<file path="src/rtl/cpu_pkg.sv">
// Shared CPU constants and types used by the fetch stage and by decode.
package cpu_pkg;

  localparam int          XLEN             = 32;
  localparam logic [31:0] RESET_PC_DEFAULT = 32'h0000_0000;
  localparam logic [31:0] NOP_INSTR        = 32'h0000_0013;

  localparam logic [6:0] OPC_LOAD   = 7'b000_0011;
  localparam logic [6:0] OPC_OP_IMM = 7'b001_0011;
  localparam logic [6:0] OPC_STORE  = 7'b010_0011;
  localparam logic [6:0] OPC_BRANCH = 7'b110_0011;

  typedef struct packed {
    logic [XLEN-1:0] pc;
    logic [XLEN-1:0] instr;
  } fetch_entry_t;

  function automatic logic [XLEN-1:0] align_word(input logic [XLEN-1:0] addr);
    return addr & 32'hFFFF_FFFC;
  endfunction

endpackage

</file>
<file path="src/rtl/fetch_stage_if.sv">
// Fetch-stage bus: instruction memory request/response, redirect input and decode output.
// Handshakes: a transfer happens in any cycle where valid && ready; the sender holds its payload
// stable while valid && !ready. Memory responses are never back-pressured.
interface fetch_stage_if;
  import cpu_pkg::*;

  logic            imem_req_valid;
  logic            imem_req_ready;
  logic [XLEN-1:0] imem_addr;
  logic            imem_resp_valid;
  logic [XLEN-1:0] imem_resp_data;
  logic            redirect_valid;
  logic [XLEN-1:0] redirect_pc;
  logic            if_valid;
  logic            id_ready;
  logic [XLEN-1:0] if_instr;
  logic [XLEN-1:0] if_pc;

  modport master (
    output imem_req_valid, imem_addr, if_valid, if_instr, if_pc,
    input  imem_req_ready, imem_resp_valid, imem_resp_data,
           redirect_valid, redirect_pc, id_ready
  );

  modport slave (
    input  imem_req_valid, imem_addr, if_valid, if_instr, if_pc,
    output imem_req_ready, imem_resp_valid, imem_resp_data,
           redirect_valid, redirect_pc, id_ready
  );
endinterface

</file>
<file path="src/rtl/fetch_fifo.sv">
// Synchronous FIFO with synchronous clear and occupancy count; push while full is
// accepted when a pop happens in the same cycle.
module fetch_fifo #(
  parameter int WIDTH = 64,
  parameter int DEPTH = 2
) (
  input  logic                     clk,
  input  logic                     rst,
  input  logic                     clr_i,
  input  logic                     push_i,
  input  logic [WIDTH-1:0]         data_i,
  input  logic                     pop_i,
  output logic [WIDTH-1:0]         data_o,
  output logic                     empty_o,
  output logic [$clog2(DEPTH):0]   count_o
);
  localparam int AW = $clog2(DEPTH);

  logic [WIDTH-1:0] mem_q [DEPTH];
  logic [AW-1:0]    wr_q, rd_q;
  logic [AW:0]      cnt_q;
  logic             do_push, do_pop;

  assign do_pop  = pop_i && (cnt_q != '0);
  assign do_push = push_i && ((cnt_q != (AW+1)'(DEPTH)) || do_pop);

  always_ff @(posedge clk) begin
    if (rst || clr_i) begin
      wr_q  <= '0;
      rd_q  <= '0;
      cnt_q <= '0;
    end else begin
      if (do_push) wr_q <= wr_q + AW'(1);
      if (do_pop)  rd_q <= rd_q + AW'(1);
      cnt_q <= cnt_q + (AW+1)'(do_push) - (AW+1)'(do_pop);
    end
  end

  // Storage needs no reset: entries are only visible while counted.
  always_ff @(posedge clk) begin
    if (do_push) mem_q[wr_q] <= data_i;
  end

  assign data_o  = mem_q[rd_q];
  assign empty_o = (cnt_q == '0);
  assign count_o = cnt_q;
endmodule

</file>
<file path="src/rtl/fetch_stage.sv">
// Instruction fetch: owns the PC, issues credit-limited in-order memory reads, buffers
// returned words with their PC and hands them to decode; redirects flush and refetch.
module fetch_stage
  import cpu_pkg::*;
#(
  parameter logic [31:0] RESET_PC   = RESET_PC_DEFAULT,
  parameter int          FIFO_DEPTH = 2
) (
  input  logic          clk,
  input  logic          rst,
  fetch_stage_if.master bus
);
  localparam int CW = $clog2(FIFO_DEPTH) + 1;

  logic [XLEN-1:0] pc_q, pc_d;
  logic [XLEN-1:0] resp_pc_q, resp_pc_d;
  logic [CW-1:0]   outst_q, outst_d;
  logic [CW-1:0]   drop_q, drop_d;
  logic [CW-1:0]   fifo_count;
  logic [CW:0]     credit_used;
  logic            req_fire, resp_live, resp_keep, pop, fifo_empty;
  fetch_entry_t    push_entry, head;

  // A request is only made when its response is guaranteed a buffer slot.
  assign credit_used        = {1'b0, outst_q} + {1'b0, fifo_count};
  assign bus.imem_req_valid = !rst && !bus.redirect_valid && (credit_used < (CW+1)'(FIFO_DEPTH));
  assign bus.imem_addr      = pc_q;
  assign req_fire           = bus.imem_req_valid && bus.imem_req_ready;

  // Responses with nothing outstanding (e.g. left over from before reset) are ignored.
  assign resp_live  = bus.imem_resp_valid && (outst_q != '0);
  assign resp_keep  = resp_live && (drop_q == '0) && !bus.redirect_valid;
  assign pop        = !fifo_empty && bus.id_ready && !bus.redirect_valid;
  assign push_entry = '{pc: resp_pc_q, instr: bus.imem_resp_data};

  always_comb begin
    pc_d      = pc_q;
    resp_pc_d = resp_pc_q;
    outst_d   = outst_q;
    drop_d    = drop_q;
    if (bus.redirect_valid) begin
      // Everything still in flight is stale; earlier drops are already part of outst_q.
      pc_d      = align_word(bus.redirect_pc);
      resp_pc_d = pc_d;
      outst_d   = outst_q - CW'(resp_live);
      drop_d    = outst_d;
    end else begin
      if (req_fire)  pc_d      = pc_q + 32'd4;
      if (resp_keep) resp_pc_d = resp_pc_q + 32'd4;
      outst_d = outst_q + CW'(req_fire) - CW'(resp_live);
      if (resp_live && (drop_q != '0)) drop_d = drop_q - CW'(1);
    end
  end

  always_ff @(posedge clk) begin
    if (rst) begin
      pc_q      <= RESET_PC;
      resp_pc_q <= RESET_PC;
      outst_q   <= '0;
      drop_q    <= '0;
    end else begin
      pc_q      <= pc_d;
      resp_pc_q <= resp_pc_d;
      outst_q   <= outst_d;
      drop_q    <= drop_d;
    end
  end

  fetch_fifo #(
    .WIDTH ($bits(fetch_entry_t)),
    .DEPTH (FIFO_DEPTH)
  ) u_fifo (
    .clk     (clk),
    .rst     (rst),
    .clr_i   (bus.redirect_valid),
    .push_i  (resp_keep),
    .data_i  (push_entry),
    .pop_i   (pop),
    .data_o  (head),
    .empty_o (fifo_empty),
    .count_o (fifo_count)
  );

  assign bus.if_valid = !fifo_empty;
  assign bus.if_instr = fifo_empty ? NOP_INSTR : head.instr;
  assign bus.if_pc    = fifo_empty ? '0 : head.pc;
endmodule
</file>
<file path="src/flat_wrapper.sv">
// flat-port wrapper written by rule: the top's interface ports become plain ports
module fetch_stage_flat import cpu_pkg::*;
#(
  parameter logic [31:0] RESET_PC   = RESET_PC_DEFAULT,
  parameter int          FIFO_DEPTH = 2
)
  (clk, rst, bus_imem_req_valid, bus_imem_addr, bus_if_valid, bus_if_instr, bus_if_pc, bus_imem_req_ready, bus_imem_resp_valid, bus_imem_resp_data, bus_redirect_valid, bus_redirect_pc, bus_id_ready);
  fetch_stage_if bus_i ();
  input  logic clk;
  input  logic rst;
  output wire logic [$bits(bus_i.imem_req_valid)-1:0] bus_imem_req_valid;
  output wire logic [$bits(bus_i.imem_addr)-1:0] bus_imem_addr;
  output wire logic [$bits(bus_i.if_valid)-1:0] bus_if_valid;
  output wire logic [$bits(bus_i.if_instr)-1:0] bus_if_instr;
  output wire logic [$bits(bus_i.if_pc)-1:0] bus_if_pc;
  input wire logic [$bits(bus_i.imem_req_ready)-1:0] bus_imem_req_ready;
  input wire logic [$bits(bus_i.imem_resp_valid)-1:0] bus_imem_resp_valid;
  input wire logic [$bits(bus_i.imem_resp_data)-1:0] bus_imem_resp_data;
  input wire logic [$bits(bus_i.redirect_valid)-1:0] bus_redirect_valid;
  input wire logic [$bits(bus_i.redirect_pc)-1:0] bus_redirect_pc;
  input wire logic [$bits(bus_i.id_ready)-1:0] bus_id_ready;
  assign bus_imem_req_valid = bus_i.imem_req_valid;
  assign bus_imem_addr = bus_i.imem_addr;
  assign bus_if_valid = bus_i.if_valid;
  assign bus_if_instr = bus_i.if_instr;
  assign bus_if_pc = bus_i.if_pc;
  assign bus_i.imem_req_ready = bus_imem_req_ready;
  assign bus_i.imem_resp_valid = bus_imem_resp_valid;
  assign bus_i.imem_resp_data = bus_imem_resp_data;
  assign bus_i.redirect_valid = bus_redirect_valid;
  assign bus_i.redirect_pc = bus_redirect_pc;
  assign bus_i.id_ready = bus_id_ready;
  fetch_stage #(.RESET_PC(RESET_PC), .FIFO_DEPTH(FIFO_DEPTH)) u_core (.clk(clk), .rst(rst), .bus(bus_i));
endmodule
</file>
<file path="config.mk">
export PLATFORM = sky130hd
export DESIGN_NAME = fetch_stage_flat
export DESIGN_NICKNAME = d
export VERILOG_FILES = /design/src/rtl/cpu_pkg.sv /design/src/rtl/fetch_stage_if.sv /design/src/rtl/fetch_fifo.sv /design/src/rtl/fetch_stage.sv /design/src/flat_wrapper.sv
export SDC_FILE = /design/constraint.sdc
export NUM_CORES = 1
export LEC_CHECK = 0
export CELL_PAD_IN_SITES_DETAIL_PLACEMENT = 1
export CELL_PAD_IN_SITES_GLOBAL_PLACEMENT = 2
export CORE_MARGIN = 1.5
export CORE_UTILIZATION = 35
export DETAILED_ROUTE_END_ITERATION = 10
export MAX_ROUTING_LAYER = met4
export PLACE_DENSITY_LB_ADDON = 0.1
export SLEW_MARGIN = 10
export SYNTH_ARGS = -nofsm -noshare
export SYNTH_HDL_FRONTEND = slang
export SYNTH_HIERARCHICAL = 1
export SYNTH_SLANG_ARGS = --single-unit
</file>
<file path="constraint.sdc">
create_clock -name clk -period 6.1 [get_ports clk]
set_clock_uncertainty 0.15 [all_clocks]
set_input_delay 0.915 -clock clk [delete_from_list [all_inputs] [get_ports clk]]
set_output_delay 0.915 -clock clk [all_outputs]
set_load 0.01 [all_outputs]
</file>
==> metrics.txt, run 1 <==
status finished, final reports clean; CTS Buffer Depth 2; Synth Area in Simple Gates 0.1731; VDD IR max 0.1553 mV; setup violators final 0; unrepaired setup endpoints after global routing false; MaxCap Viol Count 0; Hold Crit Endpoint u_core/u_fifo/mem_q[0][44]; Power Total 3.032 mW; die extent in x 165.1 µm; Clock Latency Late Sink 430 ps; Main synth FF type edfxtp_1; Synth warnings 6; area grow syn2layout 27.75%; hold slack 359.1 ps; core area 25910 µm²; crit path time final 4054 ps; HPWL Detailed 17.38 mm; Compound-Gate Fraction of Synth Area 0.1142; grt ovf 0; busiest grt layer met2; Yosys reg bits 197; clk slew on worst S/H paths 80 ps; largest area contributor in the netlist edfxtp_1; Clock Sinks 197; Reg-to-Reg End u_core/outst_q[1]; crit path DAT 2990 ps; Min-Delay Startpoint u_core/resp_pc_q[12]; H-tree depth 4; initial antenna violation count 0; pre-CTS setup slack 1826 ps; Tightest Pin Transition 999.2 ps; most common cell in the synthesized netlist edfxtp_1; Setup TNS 0 ps; Post-CTS Hold Buffers 0; fin crit share 0.6646; Antenna Nets Post-Route 0; startpoint types flop; ordered list of cells on the worst path buf_4 -> mux2_2 -> nor2b_1 -> clkdlybuf4s50_1; met2 Use GR 0.3024; ratio of cells with drive above 1 in the final layout 0.1391; Reg-to-Reg Start u_core/u_fifo/count_o[0]; met3 Resource Use GR 0.03047; kind of critical path flop to primary output; r2r setup slk 2400 ps; worst reg2reg path depth 12; Mapped Area 9194 µm²; Pins Over Slew Limit 0; Mapped Cells 787; asr flop ratio synth 0; Worst slew margin 0.3339; top-area cell type share of the netlist area 0.4181; CTS tree built; Crit. End Element primary output; xor and xnor area share after synthesis 0.01810; die area 27250 µm²; total number of vias 6877; final-report hold violation count 0; via/cell ratio 5.356; M1 GR Usage 0.2522; post-cts resize count 0; CTS root buf clkbuf_16; Final Wtd Congestion 0.7932; critical path required time 5030 ps; PD cells 258.1 nW/µm²; Iteration-0 DRC Markers 342; Setup WS post-layout 2046 ps; Site Rows 59; worst min path class flop to flop; antenna cell count 0; postcts setup bufs 0; drt pass-1 iters 4; sequential cell area fraction in the yosys report 0.5683; hold path depth 0; vias in the first global route 7155; CP max FO 39; slowest stage cell, crit path dfxtp_2; Detailed Route WL 25.32 mm; largest net degree at the start of global routing 73; most common library cells after synthesis edfxtp_1 (128), dfxtp_1 (69), mux2_2 (64); EDFF count, synth 128; Starting Density 0.3548; post-synthesis adder-cell area fraction 0.01170; GRT Total Usage 0.1918; die outline height 165.1 µm; # IOs 168; Inserted Clock Buffers 17; fmax 0.2467 GHz; Nets 1014; CP max stage delay 980 ps; post-synthesis mux area share 0.07961; Avg Cell Area, Syn 11.68 µm²; first-pass GRT wire length 39.03 mm; synth unique cells 71; DRC Markers 0; fill count 2754; Leak 3.760 nW; largest family of logic cells by synthesized area simple AND/OR/NAND/NOR gates; Synth area leaders edfxtp_1 (42%), dfxtp_1 (15%), mux2_2 (7.8%); Port Buf Inserts 163; wire per inst 19.72 µm
[cell usage in the layout, fill, tap and decap left out, types with 15 or more instances in the layout]
cell,count
mux2_2,64
a31oi_1,19
nor2b_1,62
o21ai_0,26
dfxtp_1,68
edfxtp_1,128
nand2_1,42
nand3_1,24
nor2_1,27
clkdlybuf4s50_1,162
nand4_1,27
clkbuf_16,17
inv_1,23
nor3_1,15
[layout make-up]
cell class / instances / area [µm²] / area share
clock buffers: 18 / 429.2 / 0.03654
clock inverters: 14 / 167.7 / 0.01428
inverters: 25 / 93.84 / 0.007990
multi-input cells: 520 / 3692 / 0.3144
flip-flops and latches: 197 / 5226 / 0.4450
well taps: 335 / 419.2 / 0.03569
repair buffers: 175 / 1717 / 0.1462
[worst max-delay path by stage]
stage	slack, ps	end	from	cells past startpoint
6_report	2050	bus_if_pc[22]	flop	4
5_1_grt	1870	bus_if_pc[22]	flop	4
4_1_cts	1950	bus_if_pc[22]	flop	4
3_5_place_dp	1830	u_core/u_fifo/mem_q[0][40]	bus_imem_resp_valid	6
3_3_place_gp	1910	u_core/u_fifo/mem_q[0][30]	bus_imem_resp_valid	6
2_1_floorplan	850	u_core/u_fifo/mem_q[0][0]	bus_redirect_valid	6
[layer usage]
layer,routed length [µm],part of all wire
met4,469,0.019
met1,11760,0.46
met5,0,0
met2,11860,0.47
met3,1233,0.049
[worst max-delay path: cells and delay by family (launching register included)]
family                 cells  cell delay, ps
AND/OR/NAND/NOR            1             130
multiplexers               1             390
buffers and inverters      2            1030
flip-flops                 1             980
[through the flow]
| stage | util | instances | area [µm²] |
|---|---|---|---|
| floorplan | - | 792 | 9213 |
| global placement | 0.4302 | 1252 | 11150 |
| detailed placement | 0.4302 | 1252 | 11150 |
| CTS | 0.4533 | 1284 | 11750 |
| global route | 0.4533 | 1284 | 11750 |
| finish | 0.4533 | 1284 | 11750 |
[power by group]
group	total, mW	leakage [nW]	internal (mW)	switching (mW)
Clock	1.13	0.293	0.560	0.567
Combinational	0.333	1.73	0.160	0.173
Sequential	1.57	1.73	1.50	0.0720
[flip-flops by register name, indices dropped and copies added (netlist names), named ones only]
register               flops
u_core/u_fifo/mem_q      128
u_core/bus.imem_addr      30
u_core/resp_pc_q          30
u_core/drop_q              2
u_core/outst_q             2
u_core/u_fifo/count_o      2
u_core/u_fifo/rd_q         1
u_core/u_fifo/wr_q         1
[cells by family after synthesis]
| family | after synthesis |
|---|---|
| AND/OR/NAND/NOR | 277 |
| other | 1 |
| XOR/XNOR | 19 |
| buffers and inverters | 75 |
| multiplexers | 65 |
| flip-flops | 197 |
| AO/OA/AOI/OAI | 145 |
| adder cells (fa/ha/maj) | 8 |
(Power assumes the default switching activity.)
==> inputs of run 2 (changes only) <==
--- a/config.mk
+++ b/config.mk
@@ -8,7 +8,7 @@
 export CELL_PAD_IN_SITES_DETAIL_PLACEMENT = 1
 export CELL_PAD_IN_SITES_GLOBAL_PLACEMENT = 2
 export CORE_MARGIN = 1.5
-export CORE_UTILIZATION = 35
+export CORE_UTILIZATION = 31
 export DETAILED_ROUTE_END_ITERATION = 10
 export MAX_ROUTING_LAYER = met4
 export PLACE_DENSITY_LB_ADDON = 0.1
==> constraint.sdc (replaced) <==
create_clock -name clk -period 3.35 [get_ports clk]
set_clock_uncertainty 0.15 [all_clocks]
set_input_delay 0.5025 -clock clk [delete_from_list [all_inputs] [get_ports clk]]
set_output_delay 0.5025 -clock clk [all_outputs]
set_load 0.01 [all_outputs]
==> run 2 against run 1 <==
Final cell count grew 4.8%. Global-route usage fell by 1.4 points. Largest power group unchanged. Flip-flop and latch count is the same. Sequential share of layout area decreased by 0.72 points. Core utilization shrank 4.1 points. Critical endpoint is now u_core/outst_q[1]. Total power grew 82%.
==> metrics.txt, run 2 (synthesis results as in run 1) <==
status finished, final reports clean; die outline height 175.2 µm (+6.1%); startpoint types flop; kind of critical path flop to flop; Worst slew margin 0.4517 (+0.1178); CP max FO 4 (-90%); CTS tree built; number of flip-flops in the largest register 128 (unchanged); critical path required time 3510 ps (-1520 ps); MaxCap Viol Count 0 (unchanged); setup violators final 0 (unchanged); Clk pwr share 0.367 (-0.005); Setup WS post-layout 339.2 ps (-1707 ps); DRC Markers 0 (unchanged); core area 28940 µm² (+12%); most frequent cells in the layout clkdlybuf4s50_1 (162), edfxtp_1 (128), dfxtp_1 (68); initial antenna violation count 0 (unchanged); Sequential Area 5226 µm² (unchanged); fmax 0.3321 GHz; Port Buf Inserts 163 (unchanged); Multi-input gate area 3692 µm² (unchanged); most common cell after layout, fill and taps aside clkdlybuf4s50_1; Iteration-0 DRC Markers 305 (-11%); unrepaired setup endpoints after global routing false; first-pass GRT wire length 41.25 mm (+5.7%); vias in the first global route 7352 (+2.8%); crit path DAT 3170 ps (+180 ps); # IOs 168 (unchanged); grt ovf 0 (unchanged); worst min path class primary input to flop; Crit. End Element flop; Inserted Clock Buffers 17 (unchanged); Psw 1.475 mW (+81%); sw frac 0.2669 (-0.001103); die area 30700 µm² (+13%); Leak 3.830 nW (+1.9%); ratio of cells with drive above 1 in the final layout 0.1498 (+0.01075); VDD IR max 0.3536 mV (+130%); internal power 4.050 mW (+82%); Reg with most FFs u_core/u_fifo/mem_q; combinational power share 0.119 (+0.009); Antenna Nets Post-Route 0 (unchanged); Site Rows 62 (+5.1%); Pins Over Slew Limit 0 (unchanged); Clock Sinks 197 (unchanged); CTS root buf clkbuf_16; fin crit share 0.8988; largest net degree at the start of global routing 73 (unchanged); Tightest Pin Transition 815.0 ps (-184.2 ps); via/cell ratio 5.177 (-3.3%); area grow syn2layout 29.86%; H-tree depth 4 (unchanged); postcts setup bufs 0 (unchanged); antenna cell count 0 (unchanged); die extent in x 175.2 µm (+6.1%); crit path time final 3011 ps; hold slack 319.9 ps (-39.29 ps); PD cells 462.7 nW/µm² (+79%); Reg power frac 0.515 (-0.003); GRT Total Usage 0.1779 (-0.01392); pre-CTS setup slack 307.2 ps (-1519 ps); fill count 3135 (+14%); final-report hold violation count 0 (unchanged); Post-CTS Hold Buffers 0 (unchanged); Nets 1026 (+1.2%); total number of vias 6963 (+1.3%); HPWL Detailed 17.87 mm (+2.8%); clk slew on worst S/H paths 80 ps (about the same); Clock Latency Late Sink 440 ps (about the same); drt pass-1 iters 4 (unchanged); Final Wtd Congestion 0.7806 (-1.6%); wire per inst 19.26 µm (-2.3%); Starting Density 0.3177 (-0.03708); Detailed Route WL 25.91 mm (+2.3%); CTS Buffer Depth 2 (unchanged); post-cts resize count 0 (unchanged)
## run 2: power by group through the flow
stage                     Combinational [mW]  Sequential [mW]  Clock, mW
after global placement                 0.643             2.89          0
after CTS                              0.667             2.84       2.09
after detailed placement               0.662             2.90          0
final                                  0.655             2.84       2.03
after floorplan                        0.353             2.88          0
after global routing                   0.724             2.87       2.17
## run 2: area by class of cell
class                           instances  area share
Timing Repair Buffer                  187      0.1566
Inverter                               25    0.007860
Clock inverter                         14     0.01237
Tap cell                              384     0.04024
Sequential cell                       197      0.4377
Clock buffer                           18     0.03595
Multi-Input combinational cell        520      0.3093
## run 2: worst paths after layout
check / cells past startpoint / slack (ps) / startpoint / end
setup / recovery: 12 / 340 / u_core/u_fifo/count_o[0] / u_core/outst_q[1]
hold / removal: 3 / 320 / bus_redirect_valid / u_core/resp_pc_q[29]
setup reg to reg: 12 / 340 / u_core/u_fifo/count_o[0] / u_core/outst_q[1]
hold reg to reg: 0 / 360 / u_core/resp_pc_q[12] / u_core/u_fifo/mem_q[0][44]
## run 2: per-stage QoR
step / util / total power [mW] / instances / setup TNS (ps) / area [µm²]
final: 0.4126 / 5.524 / 1345 / 0 / 11940
after global routing: 0.4126 / 5.759 / 1345 / 0 / 11940
after CTS: 0.4126 / 5.600 / 1345 / 0 / 11940
after detailed placement: 0.3927 / 3.560 / 1313 / 0 / 11360
after global placement: 0.3927 / 3.530 / 1313 / 0 / 11360
after floorplan: - / 3.230 / 792 / -53630 / 9218
## run 2: worst max-delay path, stage by stage (launching register included)
cell and delay, ps:
dfxtp_1 310, and2_1 160, fa_1 510, or3b_2 510
nor2_2 110, inv_1 110, ha_1 290, inv_1 40
ha_1 180, xnor2_1 120, o21ai_0 210, xnor2_1 150
nor2_1 50
## run 2: per-layer routing
| metal | vias up | routed length, µm | global-route usage | part of all wire |
|---|---|---|---|---|
| met5 | - | 0 | - | 0 |
| met4 | 0 | 333 | 0.04950 | 0.013 |
| met3 | 18 | 1059 | 0.03307 | 0.041 |
| met2 | 188 | 12170 | 0.2796 | 0.47 |
| met1 | 3453 | 12350 | 0.2347 | 0.48 |
| li1 | 3304 | - | - | - |
==> inputs of run 3 (changes only) <==
--- a/config.mk
+++ b/config.mk
@@ -8,7 +8,7 @@
 export CELL_PAD_IN_SITES_DETAIL_PLACEMENT = 1
 export CELL_PAD_IN_SITES_GLOBAL_PLACEMENT = 2
 export CORE_MARGIN = 1.5
-export CORE_UTILIZATION = 31
+export CORE_UTILIZATION = 35
 export DETAILED_ROUTE_END_ITERATION = 10
 export MAX_ROUTING_LAYER = met4
 export PLACE_DENSITY_LB_ADDON = 0.1
==> constraint.sdc (replaced) <==
create_clock -name clk -period 3 [get_ports clk]
set_clock_uncertainty 0.15 [all_clocks]
set_input_delay 0.45 -clock clk [delete_from_list [all_inputs] [get_ports clk]]
set_output_delay 0.45 -clock clk [all_outputs]
set_load 0.01 [all_outputs]
==> run 3 against run 2 <==
Register-to-register slack worse by 240 ps. Core utilization is 4.9 points higher. Final cell count fell by 3.0%. Worst setup slack lost 240 ps. Die area fell by 11%. Critical path depth decreased by 5. Sequential share of layout area decreased by 0.090 points. Largest cell class unchanged. Largest power group unchanged.
==> metrics.txt, run 3 (synthesis results as in run 1) <==
status finished, final reports clean; HPWL Detailed 17.93 mm (+0.31%); met2 WL 11.89 mm (-2.3%); kind of critical path flop to flop; setup violators final 0 (unchanged); Sequential Area 5228 µm² (about the same); worst min path class flop to flop; slowest stage cell, crit path or3b_2; CTS Buffer Depth 2 (unchanged); MaxCap Viol Count 0 (unchanged); Setup TNS 0 ps (unchanged); fin crit share 0.9670 (+0.06828); Iteration-0 DRC Markers 307 (+0.66%); Leak 3.874 nW (+1.1%); GRT Total Usage 0.1953 (+0.01739); startpoint types flop; Worst slew margin 0.5143 (+0.06263); r2r setup slk 100 ps (-240 ps); hold slack 365.0 ps (+45.10 ps); fill count 2778 (-11%); first-pass GRT wire length 39.59 mm (-4.0%); die extent in x 165.1 µm (-5.8%); hold path depth 0 (-3); Multi-input gate area 3700 µm² (+0.20%); CTS tree built; area grow syn2layout 30.16%; Nets 1034 (+0.78%); critical path required time 3210 ps (-300 ps); wire per inst 19.55 µm (+1.5%); Post-Layout Cell Count 1304 (-3.0%); vias in the first global route 7281 (-0.97%); Top Metal Used met4; postcts setup bufs 0 (unchanged); Hold Crit Endpoint u_core/u_fifo/mem_q[0][44]; CP most frequent cell or4_1; number of flip-flops in the largest register 128 (unchanged); fmax 0.3447 GHz (+3.8%); most common cell after layout, fill and taps aside clkdlybuf4s50_1; Clock Latency Late Sink 440 ps (about the same); CP max FO 13 (+9); Starting Density 0.3548 (+0.03708); # IOs 168 (unchanged); initial antenna violation count 0 (unchanged); worst reg2reg path depth 7 (-5); drt pass-1 iters 4 (unchanged); Crit. End Element flop; via/cell ratio 5.372 (+3.8%); Final Wtd Congestion 0.8241 (+5.6%); Site Rows 59 (-4.8%); Antenna Nets Post-Route 0 (unchanged); Reg-to-Reg End u_core/bus.imem_addr[30]; DRC Markers 0 (unchanged); Clock Sinks 197 (unchanged); die area 27250 µm² (-11%); Detailed Route WL 25.49 mm (-1.6%); WL met3 1.089 mm (+2.8%); die outline height 165.1 µm (-5.8%); most frequent cells in the layout clkdlybuf4s50_1 (161), edfxtp_1 (128), dfxtp_1 (67); ratio of cells with drive above 1 in the final layout 0.1600 (+0.01011); H-tree depth 4 (unchanged); grt ovf 0 (unchanged); Critical Path Start u_core/u_fifo/count_o[0]; Port Buf Inserts 163 (unchanged); wl on met1 11.94 mm (-3.3%); antenna cell count 0 (unchanged); CTS root buf clkbuf_16; largest net degree at the start of global routing 65 (-11%); Pins Over Slew Limit 0 (unchanged); final-report hold violation count 0 (unchanged); core area 25910 µm² (-10%); CP max stage delay 510 ps (about the same); unrepaired setup endpoints after global routing false; Post-CTS Hold Buffers 0 (unchanged); clk slew on worst S/H paths 80 ps (about the same); PD cells 513.3 nW/µm² (+11%); crit path DAT 3110 ps (-60 ps); VDD IR max 0.2699 mV (-24%); Inserted Clock Buffers 17 (unchanged); Reg with most FFs u_core/u_fifo/mem_q; Placed Instances 1272 (-3.1%); Reg-to-Reg Start u_core/u_fifo/count_o[0]; total number of vias 7005 (+0.60%); Tightest Pin Transition 721.9 ps (-93.08 ps); crit path time final 2901 ps (-109.7 ps); Min-Delay Startpoint u_core/resp_pc_q[12]; ordered list of cells on the worst path and2_1 -> fa_1 -> or3b_2 -> buf_4 -> or4_1 -> or4_1 -> o211ai_1
run 3: how the worst max path moves through the flow:
stage,end,slack [ps]
global placement,u_core/outst_q[1],110
CTS,u_core/outst_q[1],80
detailed placement,u_core/outst_q[1],60
finish,u_core/bus.imem_addr[30],100
floorplan,u_core/outst_q[1],20
global route,u_core/outst_q[1],0.2
run 3: cell type report:
class                   instances  share of cell area
flip-flops and latches        197              0.4368
clock inverters                15             0.01234
inverters                      25            0.007842
multi-input cells             520              0.3092
repair buffers                195              0.1632
well taps                     335             0.03503
clock buffers                  17             0.03555
run 3: critical path, delay by kind of cell, from the launching register on:
kind                     cells  cell delay, ps
AND/OR/NAND/NOR              4            1590
adder cells (fa/ha/maj)      1             460
flip-flops                   1             320
buffers and inverters        1             210
AO/OA/AOI/OAI                1              90
run 3: stage by stage:
step                      total power, mW  utilization  setup slack (ps)  instance area, µm²
after floorplan                     3.608            -             22.47                9231
after global placement              3.949       0.4396             109.0               11390
after detailed placement            3.985       0.4396             64.63               11390
after CTS                           6.235       0.4618             81.18               11970
after global routing                6.410       0.4618            0.2400               11970
final                               6.143       0.4618             98.91               11970
run 3: report_power, final:
part,internal [mW],switching [mW],total [mW]
registers,3.05,0.126,3.17
logic,0.368,0.379,0.747
clock network,1.11,1.11,2.22
run 3: per-layer routing:
layer | GRT usage | vias to the layer above
li1 | - | 3321
met5 | - | -
met4 | 0.06470 | 0
met2 | 0.3117 | 184
met3 | 0.03322 | 30
met1 | 0.2520 | 3470
run 3: repair_timing:
action                                  in CTS  in global routing
gates resized for setup                      2                  1
pin swaps                                    0                  0
endpoints found under the setup margin       1                  1
